===== src/rtl/id_stage.sv =====
// RV32I decode stage with built-in IF/ID register.
// Resolves JAL here and squashes the single wrong-path fetch behind it.
module id_stage #(
    parameter int XLEN = 32
) (
    input  logic            clk,
    input  logic            reset,
    input  logic [XLEN-1:0] if_pc,
    input  logic [31:0]     if_insn,
    input  logic            if_en,
    input  logic            stall,
    input  logic            flush,
    output logic [XLEN-1:0] id_pc,
    output logic [31:0]     id_insn,
    output logic            id_en,
    output logic [4:0]      id_rs1_addr,
    output logic [4:0]      id_rs2_addr,
    output logic [4:0]      id_rd_addr,
    output logic [XLEN-1:0] id_imm,
    output logic [3:0]      id_alu_op,
    output logic [3:0]      id_mem_op,
    output logic            id_reg_we,
    output logic            id_is_branch,
    output logic            id_is_jal,
    output logic            id_is_jalr,
    output logic            id_illegal,
    output logic            id_br_taken,
    output logic [XLEN-1:0] id_br_addr
);
    localparam logic [31:0] NOP = 32'h0000_0013;

    localparam logic [3:0] ALU_ADD = 4'd0, ALU_SUB = 4'd1, ALU_SLL = 4'd2, ALU_SLT = 4'd3,
                           ALU_SLTU = 4'd4, ALU_XOR = 4'd5, ALU_SRL = 4'd6, ALU_SRA = 4'd7,
                           ALU_OR = 4'd8, ALU_AND = 4'd9, ALU_PASSB = 4'd10;
    localparam logic [3:0] MEM_NONE = 4'd0, MEM_LB = 4'd1, MEM_LH = 4'd2, MEM_LW = 4'd3,
                           MEM_LBU = 4'd4, MEM_LHU = 4'd5, MEM_SB = 4'd6, MEM_SH = 4'd7,
                           MEM_SW = 4'd8;

    logic [6:0]  w_opc;
    logic [2:0]  w_f3;
    logic [6:0]  w_f7;
    logic [31:0] w_imm_i, w_imm_s, w_imm_b, w_imm_u, w_imm_j;

    assign w_opc   = if_insn[6:0];
    assign w_f3    = if_insn[14:12];
    assign w_f7    = if_insn[31:25];
    assign w_imm_i = {{20{if_insn[31]}}, if_insn[31:20]};
    assign w_imm_s = {{20{if_insn[31]}}, if_insn[31:25], if_insn[11:7]};
    assign w_imm_b = {{19{if_insn[31]}}, if_insn[31], if_insn[7], if_insn[30:25], if_insn[11:8], 1'b0};
    assign w_imm_u = {if_insn[31:12], 12'b0};
    assign w_imm_j = {{11{if_insn[31]}}, if_insn[31], if_insn[19:12], if_insn[20], if_insn[30:21], 1'b0};

    logic [4:0]  w_rs1, w_rs2, w_rd;
    logic [31:0] w_imm;
    logic [3:0]  w_alu, w_mem;
    logic        w_has_rd, w_br, w_jal, w_jalr, w_ill;

    always_comb begin
        w_rs1 = 5'd0; w_rs2 = 5'd0; w_rd = 5'd0; w_imm = 32'd0;
        w_alu = ALU_ADD; w_mem = MEM_NONE; w_has_rd = 1'b0;
        w_br = 1'b0; w_jal = 1'b0; w_jalr = 1'b0; w_ill = 1'b0;
        case (w_opc)
            7'b0110111: begin w_has_rd = 1'b1; w_imm = w_imm_u; w_alu = ALU_PASSB; end
            7'b0010111: begin w_has_rd = 1'b1; w_imm = w_imm_u; end
            7'b1101111: begin w_has_rd = 1'b1; w_imm = w_imm_j; w_jal = 1'b1; end
            7'b1100111: begin
                w_has_rd = 1'b1; w_rs1 = if_insn[19:15]; w_imm = w_imm_i; w_jalr = 1'b1;
                w_ill = (w_f3 != 3'b000);
            end
            7'b1100011: begin
                w_rs1 = if_insn[19:15]; w_rs2 = if_insn[24:20]; w_imm = w_imm_b; w_br = 1'b1;
                case (w_f3)
                    3'b000, 3'b001: w_alu = ALU_SUB;
                    3'b100, 3'b101: w_alu = ALU_SLT;
                    3'b110, 3'b111: w_alu = ALU_SLTU;
                    default:        w_ill = 1'b1;
                endcase
            end
            7'b0000011: begin
                w_has_rd = 1'b1; w_rs1 = if_insn[19:15]; w_imm = w_imm_i;
                case (w_f3)
                    3'b000:  w_mem = MEM_LB;
                    3'b001:  w_mem = MEM_LH;
                    3'b010:  w_mem = MEM_LW;
                    3'b100:  w_mem = MEM_LBU;
                    3'b101:  w_mem = MEM_LHU;
                    default: w_ill = 1'b1;
                endcase
            end
            7'b0100011: begin
                w_rs1 = if_insn[19:15]; w_rs2 = if_insn[24:20]; w_imm = w_imm_s;
                case (w_f3)
                    3'b000:  w_mem = MEM_SB;
                    3'b001:  w_mem = MEM_SH;
                    3'b010:  w_mem = MEM_SW;
                    default: w_ill = 1'b1;
                endcase
            end
            7'b0010011: begin
                w_has_rd = 1'b1; w_rs1 = if_insn[19:15]; w_imm = w_imm_i;
                case (w_f3)
                    3'b000: w_alu = ALU_ADD;
                    3'b001: begin w_alu = ALU_SLL; w_ill = (w_f7 != 7'h00); end
                    3'b010: w_alu = ALU_SLT;
                    3'b011: w_alu = ALU_SLTU;
                    3'b100: w_alu = ALU_XOR;
                    3'b101: begin
                        w_alu = if_insn[30] ? ALU_SRA : ALU_SRL;
                        w_ill = (w_f7 != 7'h00) && (w_f7 != 7'h20);
                    end
                    3'b110: w_alu = ALU_OR;
                    default: w_alu = ALU_AND;
                endcase
            end
            7'b0110011: begin
                w_has_rd = 1'b1; w_rs1 = if_insn[19:15]; w_rs2 = if_insn[24:20];
                case (w_f3)
                    3'b000: w_alu = if_insn[30] ? ALU_SUB : ALU_ADD;
                    3'b001: w_alu = ALU_SLL;
                    3'b010: w_alu = ALU_SLT;
                    3'b011: w_alu = ALU_SLTU;
                    3'b100: w_alu = ALU_XOR;
                    3'b101: w_alu = if_insn[30] ? ALU_SRA : ALU_SRL;
                    3'b110: w_alu = ALU_OR;
                    default: w_alu = ALU_AND;
                endcase
                // funct7 0x20 only exists for SUB and SRA
                w_ill = ((w_f7 != 7'h00) && (w_f7 != 7'h20)) ||
                        ((w_f7 == 7'h20) && (w_f3 != 3'b000) && (w_f3 != 3'b101));
            end
            7'b0001111: w_ill = (w_f3 != 3'b000);
            default:    w_ill = 1'b1;
        endcase
        if (w_ill) begin
            w_rs1 = 5'd0; w_rs2 = 5'd0; w_rd = 5'd0; w_imm = 32'd0;
            w_alu = ALU_ADD; w_mem = MEM_NONE; w_has_rd = 1'b0;
            w_br = 1'b0; w_jal = 1'b0; w_jalr = 1'b0;
        end else if (w_has_rd) begin
            w_rd = if_insn[11:7];
        end
    end

    logic [XLEN-1:0] r_pc, r_imm;
    logic [31:0]     r_insn;
    logic            r_en, r_we, r_br, r_jal, r_jalr, r_ill;
    logic [4:0]      r_rs1, r_rs2, r_rd;
    logic [3:0]      r_alu, r_mem;
    logic            w_br_taken;

    assign w_br_taken = r_en & r_jal & ~stall & ~flush;

    always_ff @(posedge clk) begin
        if (reset || flush || (!stall && (w_br_taken || !if_en))) begin
            r_pc <= '0; r_insn <= NOP; r_en <= 1'b0;
            r_rs1 <= 5'd0; r_rs2 <= 5'd0; r_rd <= 5'd0; r_imm <= '0;
            r_alu <= ALU_ADD; r_mem <= MEM_NONE; r_we <= 1'b0;
            r_br <= 1'b0; r_jal <= 1'b0; r_jalr <= 1'b0; r_ill <= 1'b0;
        end else if (!stall) begin
            r_pc <= if_pc; r_insn <= if_insn; r_en <= 1'b1;
            r_rs1 <= w_rs1; r_rs2 <= w_rs2; r_rd <= w_rd;
            r_imm <= XLEN'($signed(w_imm));
            r_alu <= w_alu; r_mem <= w_mem; r_we <= w_has_rd && (w_rd != 5'd0);
            r_br <= w_br; r_jal <= w_jal; r_jalr <= w_jalr; r_ill <= w_ill;
        end
    end

    assign id_pc        = r_pc;
    assign id_insn      = r_insn;
    assign id_en        = r_en;
    assign id_rs1_addr  = r_rs1;
    assign id_rs2_addr  = r_rs2;
    assign id_rd_addr   = r_rd;
    assign id_imm       = r_imm;
    assign id_alu_op    = r_alu;
    assign id_mem_op    = r_mem;
    assign id_reg_we    = r_we;
    assign id_is_branch = r_br;
    assign id_is_jal    = r_jal;
    assign id_is_jalr   = r_jalr;
    assign id_illegal   = r_ill;
    assign id_br_taken  = w_br_taken;
    assign id_br_addr   = r_pc + r_imm;
endmodule


===== config.mk =====
export PLATFORM = sky130hd
export DESIGN_NAME = id_stage
export DESIGN_NICKNAME = d
export VERILOG_FILES = /design/src/rtl/id_stage.sv
export SDC_FILE = /design/constraint.sdc
export NUM_CORES = 1
export LEC_CHECK = 0
export ABC_CLOCK_PERIOD_IN_PS = 2700
export CAP_MARGIN = 10
export CELL_PAD_IN_SITES_DETAIL_PLACEMENT = 0
export CELL_PAD_IN_SITES_GLOBAL_PLACEMENT = 2
export CORE_MARGIN = 1
export CORE_UTILIZATION = 23
export CTS_CLUSTER_SIZE = 30
export DETAILED_ROUTE_END_ITERATION = 8
export GPL_TIMING_DRIVEN = 0
export PLACE_DENSITY = 0.84
export SETUP_SLACK_MARGIN = 0.3
export SLEW_MARGIN = 15
export SYNTH_ARGS = -nofsm -noshare
export SYNTH_HDL_FRONTEND = slang
export SYNTH_SLANG_ARGS = --single-unit

===== constraint.sdc =====
create_clock -name clk -period 2.7 [get_ports clk]
set_input_delay 0.27 -clock clk [delete_from_list [all_inputs] [get_ports clk]]
set_output_delay 0.27 -clock clk [all_outputs]
set_load 0.1 [all_outputs]

Yosys cells after proc, flatten, opt, wreduce, memory -nomap -nowiden. Index checks and enable logic that the tools add are counted.

Add/subtract/negate cells: 1. Eq/ne operators: 20. Multiplexer cells: 32. Bitwise logic cells: 5. Reduce and logical (&&, ||, !) cells: 28.

Operator list (number): $pmux 32 s5 (1); $pmux 4 s7 (2); $add 32x32->32 (1); $mux 32 (1); $mux 5 (6); $eq 7x6->1 const B (4); $eq 7x7->1 const B (3); $pmux 4 s4 (1); $pmux 3 s5 (1); $eq 7x5->1 const B (2); $mux 1 (13); $eq 3x3->1 const B (4); $pmux 4 s3 (1); $reduce_or 3->1 (4); $reduce_or 6->1 (2); $reduce_or 2->1 (5); $pmux 3 s3 (1); $mux 4 (2); $pmux 4 s2 (1); $eq 7x2->1 const B (1); $eq 7x4->1 const B (1); $ne 7x6->1 const B (1); $pmux 1 s7 (1); $reduce_bool 7->1 (1); other kinds (14) (26).

Bits in registers: 125. Input bits: 69. Output and inout bits: 158.

Depth between registers and ports, before layout. Gate-level depths: netlist of the first run.

Word-level depth: 8. Depth in mapped cells: 11. Gate-level depth less buffers: 11.

Least setup slack after synthesis of the first run. OpenSTA, ideal clock, no wires.

Path type: register to output. From: reg r_imm[0], in the netlist id_imm[0]. To: out id_br_addr[30]. Data arrival time: 6202 ps. Slack: -3772 ps. Stages on the path, launching flop included: 11. Buffers on the path: 0. Path through: dfxtp_1 -> ha_1 -> inv_1 -> fa_1 -> nor2b_1 -> o31a_1 -> a21o_1 -> o21ai_0 -> a21boi_0 -> o31ai_2 -> o311ai_0.

Longest elaborated chain between the ends: 1.

Ends and longest elaborated chain: start: declaration (RTL line 143) `logic [XLEN-1:0] r_pc, r_imm;`; start signal: assignment (RTL line 161) `r_imm <= XLEN'($signed(w_imm));`; $add 32x32->32 (RTL line 182) `assign id_br_addr = r_pc + r_imm;`; end: declaration (RTL line 28) `output logic [XLEN-1:0] id_br_addr`.

Every way passes these cells.

Worst setup path in the final report of the first run.
From: reg r_imm[0], in the netlist id_imm[0]. To: out id_br_addr[28].

The elaborated chain is that of the path after synthesis.

==> results.cfg, run 1 <==
[outcome]
status = complete, but fails checks
violations = setup timing

[drt]
wl_per_cell_um = 18.52
via_count = 6737
drtIter0Drc = 313
via_per_inst = 4.624
drc_errors = 0
drtPass1Iterations = 4
detail-route-antenna-nets = 0
wl_um = 26980

[global_routing]
grt_use_met3_pct = 4.418
grt_pass1_vias = 6575
busiest_layer = met2
gr-usage-met1_pct = 23.51
antenna_found_initial = 0
met2_usage_pct = 31.41
grt-ovfl-total = 0
grt_pass1_wl_um = 39720
grt_max_degree = 17
track_usage_pct = 18.40

[clock_tree]
htreeDepth = 4
cts_tree = built
cts_root_buf = clkbuf_16
clk_pin_slew_worst_paths_ns = 0.06
cts_buffers = 17
holdBufCountCts = 0
cts_sinks = 125
clock_latency_ns = 0.42
cts_buffer_depth = 2

[worst_setup_path]
crit_type = reg2out
critPathCaptureType = primary output
crit_required_ns = 2.43
arrival_ns = 3.01
path_max_fanout = 4
crit_chain = ha_4 -> inv_4 -> fa_2 -> nor2b_2 -> o31a_1 -> a21o_4 -> o21ai_4 -> a21boi_4 -> o31ai_4 -> mux2i_2 -> nand3_4 -> buf_12
slowest_stage = dfxtp_4
start_kind = flip-flop
critPathMaxStageDelay_ns = 0.36

[logic_synthesis]
syn_area_mm2 = 0.006559
synth-edff-count = 0
synthCells = 779
syn_area_per_cell_um2 = 8.419
async_flop_share_pct = 0
yosys_warnings = 0
yosysSeqAreaShare_pct = 38.15
ys.flop_type = dfxtp_1
yosys_register_bits = 125
synth_fp_nets = 880
ys_types = 62

[hold_path]
hold_class = in2reg

[floorplan]
initial_utilization_pct = 23.48
num_rows = 61
die_w_um = 170.9
die_area_mm2 = 0.02920
coreArea_mm2 = 0.02793
top_level_ports = 227
die-height_um = 170.9

[place]
gp_congestion = 0.7870
dp_hpwl_um = 20420
port-buffer-count = 222
placed_area_mm2 = 0.01033
pre_cts_slack_ns = -1.322

[sta]
timing.fmax_mhz = 305.3
hold_violations = 0
report.final.slew_viol_count = 0
layout_min_cycle_time_ns = 3.275
finalSetupTns_ns = -8.812
skew_ns = 0.009794
finalWorstSetupSlack_ns = -0.5752
min_period_over_period_pct = 121.3
rsz0062_at_grt = true
worst_slew_pin_slew_ns = 1.056
setup_viol = 24
slew_headroom_pct = 29.38
holdWs_ns = 0.2689

[cells_and_area]
regArea_mm2 = 0.002695
n_antenna_cell = 0
nets = 1167
multi_input_area_mm2 = 0.004959
fin_util_pct = 42.85
n_fill_cell = 2746
fin_area_mm2 = 0.01197
area_growth_pct = 82.51
final_common_cell = clkdlybuf4s50_1
final_cell_mix = 185 x clkdlybuf4s50_1, 123 x nor2_1, 65 x dfxtp_1
layout-drive-gt1-share_pct = 29.29

[flow_run]
cap_viol_max_count = 0

[pwr]
peakVddDrop_v = 0.0004048
static-leakage-power_nw = 4.512
power_density_mw_per_mm2 = 431.7
==> timing repair <==
| action | CTS | global route |
|---|---|---|
| gates resized for setup | 303 | 59 |
| gates cloned | 0 | 0 |
| buffers inserted | 28 | 18 |
| endpoints found under the setup margin | 82 | 76 |
| endpoints found under the hold margin | 0 | 0 |
| pin swaps | 36 | 44 |
==> metrics by stage <==
stage          instances  power (W)
6_report            1457   0.005168
5_1_grt             1457   0.005362
4_1_cts             1439   0.005232
3_5_place_dp        1379   0.002772
3_3_place_gp        1379   0.002770
2_1_floorplan        779   0.002479
==> layout make-up <==
class / count / share of cell area, %
well taps: 378 / 3.951
plain buffers: 43 / 2.843
clock buffers: 19 / 3.617
repair buffers: 268 / 23.98
clock inverters: 13 / 1.369
flip-flops and latches: 125 / 22.51
inverters: 9 / 0.3031
multi-input cells: 602 / 41.42
==> synth_stat cells, drive strengths merged, types with 3 or more instances <==
cell	number	area [um^2]
a21boi	4	30.03
a22oi	31	232.7
nor3	22	126.4
buf	13	65.06
inv	9	33.78
or3	3	18.77
ha	31	387.9
nand3b	5	37.54
and2	4	25.02
o21ai	47	235.2
a21oi	68	340.3
mux2i	61	610.6
xor2	6	52.55
o21bai	4	30.03
nor2	134	505.5
nor2b	13	81.33
nor4	7	58.81
dfxtp	125	2502
and3	8	50.05
nand2b	10	62.56
o21a	10	75.07
nand3	12	72.57
a21o	10	75.07
clkbuf	30	112.6
nand2	53	198.9
xnor2	17	148.9
a211oi	8	77.57
==> path summary, 6_finish.rpt <==
path	startpoint	slack (ns)	cells after the start	endpoint
max	id_imm[0]	-0.58	12	id_br_addr[28]
min	if_insn[2]	0.27	3	id_insn[2]
max reg2reg	id_is_jal	0.84	6	id_imm[14]
min reg2reg	id_alu_op[1]	0.44	2	id_alu_op[1]
==> per-layer routing <==
layer  wire length [um]  share of wire, %
met1              12340                46
met2              13080                48
met3               1403               5.2
met4                163              0.60
met5                  0                 0
==> flip-flops by register name, indices dropped and copies added, names as in the netlist, 4 cells and up <==
signal and cells:
id_rs2_addr 5, id_mem_op 4, id_imm 32, id_pc 32, id_rd_addr 5, id_alu_op 4
id_rs1_addr 5, id_insn 32
==> worst max-delay path: cells and delay by family (launching register included) <==
family | cells | cell delay [ns]
compound gates | 5 | 1.13
fa+ha+maj | 2 | 0.40
buf+inv | 2 | 0.23
flops | 1 | 0.36
mux | 1 | 0.31
simple gates | 2 | 0.15
==> power breakdown <==
| part | internal [W] | leakage, nW | switching, W |
|---|---|---|---|
| sequential | 0.00183 | 1.05 | 0.0000218 |
| clock | 0.00146 | 0.285 | 0.000928 |
| combinational | 0.000324 | 3.17 | 0.000601 |
==> cell families after synthesis <==
kind of cell	after synthesis	share of synthesized area (%)
fa+ha+maj	32	6.219
compound gates	205	19.94
simple gates	281	20.09
buf+inv	52	3.224
xor+xnor	23	3.071
flops	125	38.15
mux	61	9.309
No activity file was read; power rests on OpenSTA's default activity.
==> run 2, diff against run 1 <==
Settings changed: SKIP_LAST_GASP set to 1.
==> run 2 against run 1 <==
Compared with the run above: the flow still finishes with violations (setup timing); die area did not move; final cell count about the same; critical path type unchanged; clock skew down 0.0044 ns; hold slack better by 0.0020 ns; largest cell class unchanged; core utilization fell by 0.099 points.
==> results.cfg, run 2 (same netlist as run 1, synthesis figures left out) <==
[floorplan]
top_level_ports = 227
die_area_mm2 = 0.02920
num_rows = 61
die-height_um = 170.9
coreArea_mm2 = 0.02793
initial_utilization_pct = 23.48
die_w_um = 170.9

[place]
pre_cts_slack_ns = -1.322
placed_area_mm2 = 0.01033
gp_congestion = 0.7870
port-buffer-count = 222
dp_hpwl_um = 20420

[clock_tree]
holdBufCountCts = 0
cts_root_buf = clkbuf_16
cts_sinks = 125
htreeDepth = 4
cts_buffer_depth = 2
cts_buffers = 17
clk_pin_slew_worst_paths_ns = 0.06
clock_latency_ns = 0.42
cts_tree = built

[drt]
wl_per_cell_um = 18.56
drtIter0Drc = 314
drtPass1Iterations = 5
drc_errors = 0
via_count = 6771
via_per_inst = 4.650
wl_um = 27020
detail-route-antenna-nets = 0

[worst_setup_path]
start_kind = flip-flop
crit_required_ns = 2.43
arrival_ns = 3.00
crit_type = reg2out
critPathCaptureType = primary output
path_max_fanout = 4

[cells_and_area]
n_fill_cell = 2750
final_cell_mix = 185 x clkdlybuf4s50_1, 123 x nor2_1, 65 x dfxtp_1
nets = 1166
layout-drive-gt1-share_pct = 29.04
fin_area_mm2 = 0.01194
area_growth_pct = 82.09
fin_util_pct = 42.75
n_antenna_cell = 0
final_common_cell = clkdlybuf4s50_1

[pwr]
static-leakage-power_nw = 4.508
power.internal_w = 0.003617
clkPwrFrac_pct = 46.2
p_comb_share_pct = 17.9
peakVddDrop_v = 0.0004087
p_switching_w = 0.001554
sw_frac_of_total_pct = 30.05
power_density_mw_per_mm2 = 433.0
p_seq_share_pct = 35.9

[global_routing]
track_usage_pct = 18.41
grt-ovfl-total = 0
grt_max_degree = 17
antenna_found_initial = 0
grt_pass1_vias = 6582
grt_pass1_wl_um = 39740

[outcome]
violations = setup timing
status = complete, but fails checks

[hold_path]
hold_class = in2reg

[sta]
layout_min_cycle_time_ns = 3.269
timing.fmax_mhz = 305.9
setup_viol = 24
min_period_over_period_pct = 121.1
hold_violations = 0
slew_headroom_pct = 29.02
finalWorstSetupSlack_ns = -0.5694
rsz0062_at_grt = true
report.final.slew_viol_count = 0
worst_slew_pin_slew_ns = 1.065
skew_ns = 0.005359

[flow_run]
cap_viol_max_count = 0
[run 2: path summary, 6_finish.rpt]
path	end	cells after the start	slack, ns	from
max reg2reg	id_imm[14]	6	0.84	id_is_jal
max	id_br_addr[28]	12	-0.57	id_imm[0]
min	id_insn[2]	3	0.27	if_insn[2]
min reg2reg	id_alu_op[1]	2	0.44	id_alu_op[1]
[run 2: critical path, cell delays in order (launching register included)]
cell,delay (ns)
dfxtp_4,0.36
ha_4,0.18
inv_4,0.05
fa_2,0.22
nor2b_2,0.05
o31a_1,0.29
a21o_4,0.25
o21ai_4,0.19
a21boi_4,0.10
o31ai_4,0.30
mux2i_2,0.31
nand3_4,0.10
buf_12,0.18
[run 2: layout make-up]
| cell class | count | area, um^2 | share of cell area, % |
|---|---|---|---|
| multi-input cells | 602 | 4942 | 41.38 |
| well taps | 378 | 473.0 | 3.960 |
| plain buffers | 43 | 340.3 | 2.850 |
| clock inverters | 13 | 163.9 | 1.372 |
| clock buffers | 19 | 432.9 | 3.625 |
| inverters | 9 | 36.28 | 0.3038 |
| flip-flops and latches | 125 | 2695 | 22.57 |
| repair buffers | 267 | 2859 | 23.94 |
[run 2: what timing repair did]
action	in CTS	in global routing
cloned	0	0
buffers inserted	28	17
setup endpoints to repair	82	77
resized for setup	299	58
pin swaps	36	38
[run 2: per-stage QoR]
| step | TNS [ns] | power (W) | hold WS [ns] | instances |
|---|---|---|---|---|
| after floorplan | -3.254 | 0.002479 | 0.3947 | 779 |
| after global placement | -38.90 | 0.002770 | 0.4354 | 1379 |
| after detailed placement | -40.21 | 0.002772 | 0.4305 | 1379 |
| after CTS | -9.432 | 0.005230 | 0.2544 | 1439 |
| after global routing | -11.50 | 0.005361 | 0.2864 | 1456 |
| final | -9.146 | 0.005171 | 0.2709 | 1456 |
[run 2: layer usage]
layer  global-route usage (%)  share of wire, %  wire length, um  up-vias
met5                        0                 0                0        -
met1                    23.53                46            12380     3218
met4                    3.533              0.92              249        0
met2                    31.43                48            12960      182
li1                         -                 -                -     3357
met3                    4.418               5.3             1434       14
[run 2: power groups by stage]
stage	Clock, W	Sequential, W	Combinational [W]
3_5_place_dp	0	0.00190	0.000876
2_1_floorplan	0	0.00209	0.000387
3_3_place_gp	0	0.00189	0.000875
5_1_grt	0.00253	0.00186	0.000969
6_report	0.00239	0.00185	0.000925
4_1_cts	0.00246	0.00185	0.000915
